==> config.mk <==
export PLATFORM = sky130hd
export DESIGN_NAME = axis_switch_crossbar
export DESIGN_NICKNAME = d
export VERILOG_FILES = /design/src/rtl/axis_switch_crossbar_pkg.sv /design/src/rtl/axis_crossbar_master_port.sv /design/src/rtl/axis_switch_crossbar.sv
export SDC_FILE = /design/constraint.sdc
export NUM_CORES = 1
export LEC_CHECK = 0
export CAP_MARGIN = 20
export CORE_AREA = 2 2 236 238
export DETAILED_ROUTE_END_ITERATION = 6
export DIE_AREA = 0 0 238 240
export GPL_TIMING_DRIVEN = 0
export HOLD_SLACK_MARGIN = 0.08
export PLACE_DENSITY_LB_ADDON = 0.12
export SLEW_MARGIN = 30
export SYNTH_ARGS = -nofsm -noshare
export SYNTH_HDL_FRONTEND = slang
export SYNTH_SLANG_ARGS = --single-unit
==> constraint.sdc <==
create_clock -name aclk -period 8.3 [get_ports aclk]
set_clock_uncertainty 0.1 [all_clocks]
set_input_delay 1.245 -clock aclk [delete_from_list [all_inputs] [get_ports aclk]]
set_output_delay 1.245 -clock aclk [all_outputs]
set_load 0.01 [all_outputs]
==> src/rtl/axis_switch_crossbar_pkg.sv <==
// Shared definitions for the AXI-Stream crossbar: per-master FSM states and
// the destination window decode used to route slave streams to masters.
package axis_switch_crossbar_pkg;

  localparam logic [0:0] ST_IDLE        = 1'b0;
  localparam logic [0:0] ST_TRANSACTION = 1'b1;

  typedef enum logic [0:0] {
    IDLE        = ST_IDLE,
    TRANSACTION = ST_TRANSACTION
  } port_state_e;

  // Master idx owns [base + idx*stride, base + idx*stride + range].
  function automatic logic dest_in_window(input logic [31:0] dest,
                                          input logic [31:0] base,
                                          input logic [31:0] stride,
                                          input logic [31:0] range,
                                          input logic [31:0] idx);
    logic [31:0] lo;
    lo = base + idx * stride;
    return (dest >= lo) && ((dest - lo) <= range);
  endfunction

endpackage

==> src/rtl/axis_crossbar_master_port.sv <==
// Per-master round-robin arbiter and IDLE/TRANSACTION FSM. The grant register
// doubles as the round-robin pointer: it only changes when a new grant is made.
module axis_crossbar_master_port
  import axis_switch_crossbar_pkg::*;
#(
  parameter int NSLAVES  = 4,
  parameter int HAS_LAST = 1,
  parameter int SW       = 2
) (
  input  logic               aclk,
  input  logic               aresetn,
  input  logic [NSLAVES-1:0] req,
  input  logic [NSLAVES-1:0] s_valid,
  input  logic [NSLAVES-1:0] s_last,
  input  logic               m_ready,
  output port_state_e        state,
  output logic [SW-1:0]      grant
);

  logic [SW-1:0] pick;
  logic          any_req;
  logic          end_of_packet;

  // Search starts one past the previous grant and wraps.
  always_comb begin
    pick    = grant;
    any_req = 1'b0;
    for (int k = 1; k <= NSLAVES; k++) begin
      if (!any_req && req[(int'(grant) + k) % NSLAVES]) begin
        any_req = 1'b1;
        pick    = SW'((int'(grant) + k) % NSLAVES);
      end
    end
  end

  assign end_of_packet = s_valid[grant] && m_ready && ((HAS_LAST == 0) || s_last[grant]);

  always_ff @(posedge aclk) begin
    if (!aresetn) begin
      state <= IDLE;
      grant <= SW'(NSLAVES - 1);
    end else if (state == IDLE) begin
      if (any_req) begin
        grant <= pick;
        state <= TRANSACTION;
      end
    end else if (end_of_packet) begin
      state <= IDLE;
    end
  end

endmodule

==> src/rtl/axis_switch_crossbar.sv <==
// AXI-Stream N x M crossbar: dest decode, per-master arbitration, a purely
// combinational granted datapath and per-slave DROP for unmapped streams.
// Handshake: a beat moves on an edge where valid and ready are both high.
module axis_switch_crossbar
  import axis_switch_crossbar_pkg::*;
#(
  parameter int NSLAVES     = 4,
  parameter int NMASTERS    = 4,
  parameter int DATA_WIDTH  = 64,
  parameter int ID_WIDTH    = 1,
  parameter int DEST_WIDTH  = 8,
  parameter int HAS_DEST    = 1,
  parameter int HAS_ID      = 0,
  parameter int HAS_LAST    = 1,
  parameter int DEST_BASE   = 0,
  parameter int DEST_STRIDE = 1,
  parameter int DEST_RANGE  = 0
) (
  input  logic                           aclk,
  input  logic                           aresetn,
  input  logic [NSLAVES-1:0]             s_valid,
  output logic [NSLAVES-1:0]             s_ready,
  input  logic [NSLAVES*DATA_WIDTH-1:0]  s_data,
  input  logic [NSLAVES*DEST_WIDTH-1:0]  s_dest,
  input  logic [NSLAVES*ID_WIDTH-1:0]    s_id,
  input  logic [NSLAVES-1:0]             s_last,
  output logic [NMASTERS-1:0]            m_valid,
  input  logic [NMASTERS-1:0]            m_ready,
  output logic [NMASTERS*DATA_WIDTH-1:0] m_data,
  output logic [NMASTERS*DEST_WIDTH-1:0] m_dest,
  output logic [NMASTERS*ID_WIDTH-1:0]   m_id,
  output logic [NMASTERS-1:0]            m_last,
  output logic [NSLAVES-1:0]             s_decerr
);

  localparam int SW = (NSLAVES > 1) ? $clog2(NSLAVES) : 1;
  localparam int MW = (NMASTERS > 1) ? $clog2(NMASTERS) : 1;

  logic [NSLAVES-1:0]               dec_hit;
  logic [MW-1:0]                    dec_idx [NSLAVES];
  logic [NMASTERS-1:0][NSLAVES-1:0] req;
  port_state_e                      st      [NMASTERS];
  logic [SW-1:0]                    gnt     [NMASTERS];
  logic [NMASTERS-1:0]              active;
  logic [NSLAVES-1:0]               owned;
  logic [NSLAVES-1:0]               drop;
  logic [NSLAVES-1:0]               drop_live;

  // Walk masters high to low so overlapping windows land on the lowest index.
  always_comb begin
    for (int s = 0; s < NSLAVES; s++) begin
      dec_hit[s] = 1'b0;
      dec_idx[s] = '0;
      if (HAS_DEST == 0) begin
        dec_hit[s] = 1'b1;
      end else begin
        for (int m = NMASTERS - 1; m >= 0; m--) begin
          if (dest_in_window(32'(s_dest[s*DEST_WIDTH +: DEST_WIDTH]), 32'(DEST_BASE),
                             32'(DEST_STRIDE), 32'(DEST_RANGE), 32'(m))) begin
            dec_hit[s] = 1'b1;
            dec_idx[s] = MW'(m);
          end
        end
      end
    end
  end

  // Slaves already owned by a master or being dropped never request again.
  always_comb begin
    owned = '0;
    for (int m = 0; m < NMASTERS; m++) begin
      if (active[m]) owned[gnt[m]] = 1'b1;
    end
    for (int m = 0; m < NMASTERS; m++) begin
      for (int s = 0; s < NSLAVES; s++) begin
        req[m][s] = aresetn && s_valid[s] && dec_hit[s] && (dec_idx[s] == MW'(m))
                    && !owned[s] && !drop[s];
      end
    end
  end

  for (genvar m = 0; m < NMASTERS; m++) begin : g_port
    axis_crossbar_master_port #(
      .NSLAVES  (NSLAVES),
      .HAS_LAST (HAS_LAST),
      .SW       (SW)
    ) u_port (
      .aclk    (aclk),
      .aresetn (aresetn),
      .req     (req[m]),
      .s_valid (s_valid),
      .s_last  (s_last),
      .m_ready (m_ready[m]),
      .state   (st[m]),
      .grant   (gnt[m])
    );
    assign active[m] = aresetn && (st[m] == TRANSACTION);
  end

  always_ff @(posedge aclk) begin
    if (!aresetn) begin
      drop <= '0;
    end else begin
      for (int s = 0; s < NSLAVES; s++) begin
        if (drop[s]) begin
          if (s_valid[s] && ((HAS_LAST == 0) || s_last[s])) drop[s] <= 1'b0;
        end else if (s_valid[s] && !dec_hit[s] && !owned[s]) begin
          drop[s] <= 1'b1;
        end
      end
    end
  end

  assign drop_live = drop & {NSLAVES{aresetn}};
  assign s_decerr  = drop_live & s_valid;

  always_comb begin
    int unsigned gi;
    gi      = 0;
    m_valid = '0;
    m_data  = '0;
    m_dest  = '0;
    m_id    = '0;
    m_last  = '0;
    s_ready = drop_live;
    for (int m = 0; m < NMASTERS; m++) begin
      gi = int'(gnt[m]);
      if (active[m]) begin
        m_valid[m] = s_valid[gi];
        m_data[m*DATA_WIDTH +: DATA_WIDTH] = s_data[gi*DATA_WIDTH +: DATA_WIDTH];
        if (HAS_DEST != 0) m_dest[m*DEST_WIDTH +: DEST_WIDTH] = s_dest[gi*DEST_WIDTH +: DEST_WIDTH];
        if (HAS_ID != 0)   m_id[m*ID_WIDTH +: ID_WIDTH]       = s_id[gi*ID_WIDTH +: ID_WIDTH];
        if (HAS_LAST != 0) m_last[m] = s_last[gi];
        if (m_ready[m])    s_ready[gi] = 1'b1;
      end
    end
  end

endmodule

==> metrics <==
worst skew pair latency=approximately 0.25 ns; largest area contributor in the netlist=mux4_2; ANT nets after route=0; Worst VDD drop=67.65 uV; Slew HR=0.3637; share of Yosys cell area claimed by the top area cell type=0.5665; largest net degree at the start of global routing=12; status=completed; CTS tree=built; htree depth=1; Via density=5.845; fraction of layout cells with a size suffix above 1=0.2112; vias in the first global route=around 15,000; CTS Hold Bufs=0; Post-synth EDFFs=0; Cell Area, Placed=18,960 um2; CTS buffer count=3; number of top-level pins=approximately 610; cell row count=86; die height=240 um; post-CTS resize count=0; fin crit share=0.6576; worst path required time=6.95 ns; Setup CP Type=in2out; CP Launch Type=input port; non-filler cells, final=2,469; Seq cells post-synth=16; Post-Place Worst Slack=2.819 ns; Netlist cell types=73; initial antenna violation count=31; grt ovf=0; Final Hold Violating Endpoints=0; Critical Path Sink Type=primary output; sequential share of the synthesized area=0.02659; clk sinks=16; Post-Syn Instances=1,132; Final min period=5.458 ns; measured slew at the worst slew-check pin=0.9544 ns; Avg WL per Cell=approximately 34 um; global-route wire length before repair=approximately 120 mm; asr flop ratio synth=0; Lkg Pwr=7.671 nW; Max Slew Vio Count=0; die area=57,120 um2; post-route cell area=19,130 um2; Yosys Warn Count=0; Hold WC Path Type=reg2reg; reg-to-reg slack, setup=around 3.5 ns; core box area=54,660 um2; routed wire length=between 80 and 90 mm; GPL Wtd Cong=approximately 0.94; final HPWL from detailed placement=a little under 70 mm; drt pass-1 iters=7; Vias=14,430; post-layout util=0.3499; total setup buffers inserted after CTS=0; Top FF cell, synth=dfxtp_1; Die X=about 240 um; placed insts=approximately 2,400; fmax=between 0.15 and 0.2 GHz; clk slew on worst S/H paths=around 0.050 ns; Max-Cap Viols=0; worst setup margin=approximately 2.8 ns; RSZ-0062 raised after global routing=false; buffer depth of the longest clock path=2; Syn Area/Cell=10.64 um2; CP arrival=4.11 ns; P per Cell Area=126.0 nW/um2; Post-Syn Area=between 10,000 and 15,000 um2; Synth-to-Final Area Change=58.77%; Final Net Count=2,074; final setup TNS=0 ns; PortBufs=600; crit path max fanout=10; setup violators final=0; iteration-0 DRC count of the detailed router=1,098; synth top area cells=mux4_2 (57%), and3_1 (16%), clkbuf_1 (3.7%); root buf cell=clkbuf_16; Total GRT Usage=0.2814; DRC violations left=0; Starting Density=0.2204
[per-stage QoR]
step | hold WS [ns] | power, W
3_5_place_dp | 0.4461 | 0.002311
2_1_floorplan | 0.3602 | 0.001348
4_1_cts | 0.4578 | 0.002409
3_3_place_gp | 0.4376 | 0.002305
6_report | 0.4670 | 0.002410
5_1_grt | 0.4728 | 0.002532
[worst max-delay path, cell delays in order]
cell and delay, ns:
buf_2 0.19, clkbuf_1 0.33, clkbuf_1 0.74, clkbuf_1 0.57, and3_1 0.27, clkdlybuf4s50_1 0.76
[worst paths after layout]
path                             start                   endpoint  cells past startpoint
max                            aresetn                  m_data[0]                      6
min                            drop[2]                    drop[2]                      2
max reg2reg  g_port[3].u_port.grant[0]  g_port[0].u_port.grant[1]                     11
min reg2reg                    drop[2]                    drop[2]                      2
[placed cells by master (no fill, tap or decap), types with 4 or more instances in the layout]
master,count
nand2_1,28
o21ai_0,16
mux4_2,303
and3b_1,5
buf_1,7
nor3b_1,4
a22oi_1,8
clkbuf_2,24
clkbuf_1,112
buf_2,14
a31oi_1,10
diode_2,27
nand4_1,24
dfxtp_1,16
nor2_1,17
mux2i_1,5
xor2_1,5
inv_1,22
nand3_1,30
a21oi_1,16
and3_1,307
a311oi_1,4
clkdlybuf4s50_1,600
conb_1,4
ha_1,28
xnor2_1,9
nand3b_1,4
a31o_2,4
nor4_1,7
nor3_1,22
nor2b_1,9
buf_4,5
[flip-flops by register name (all words and copies together), names as in the netlist]
signal and cells:
g_port.u_port.grant 8, g_port.u_port.state 4, drop 4
[layer usage]
| layer | global-route usage | share of wire | wire [um] |
|---|---|---|---|
| met1 | 0.3370 | 0.37 | 31190 |
| met2 | 0.5030 | 0.52 | 43440 |
| met5 | 0 | 0.00067 | 56 |
| met3 | 0.05442 | 0.075 | 6333 |
| met4 | 0.09811 | 0.035 | 2914 |
[report_power, final]
part / internal, W / switching (W)
logic: 0.00108 / 0.00112
registers: 0.0000945 / 0.0000187
clock network: 0.0000634 / 0.0000319
[synthesized netlist by cell type, types with 9 or more instances]
cell type  count
clkbuf_1     120
mux4_2       303
nor2_1        17
nor3_1        22
nand3_1       30
and3_1       307
o21ai_0       16
a31oi_1       10
dfxtp_1       16
a21oi_1       16
nand4_1       24
inv_1         22
ha_1          28
nor2b_1        9
nand2_1       28
buf_1         30
xnor2_1        9
[cells by family after synthesis]
family / Yosys count / share of synthesized area
buffers and inverters: 186 / 0.06024
AO/OA/AOI/OAI: 95 / 0.05640
adder cells (fa/ha/maj): 28 / 0.02908
multiplexers: 309 / 0.5716
other: 1 / 0.0003113
XOR/XNOR: 14 / 0.01018
flip-flops: 16 / 0.02659
AND/OR/NAND/NOR: 483 / 0.2456
[layout make-up]
| type | instances | area, um2 |
|---|---|---|
| clock buffer | 3 | 75.07 |
| tap | 704 | 880.8 |
| timing repair buffer | 600 | 6006 |
| inverter | 24 | 90.09 |
| buffer | 162 | 674.4 |
| sequential | 16 | 320.3 |
| antenna | 27 | 67.56 |
| fill | 5575 | 35540 |
| multi-input combinational | 933 | 11010 |
Note: power is estimated with default switching activity, not from simulation.
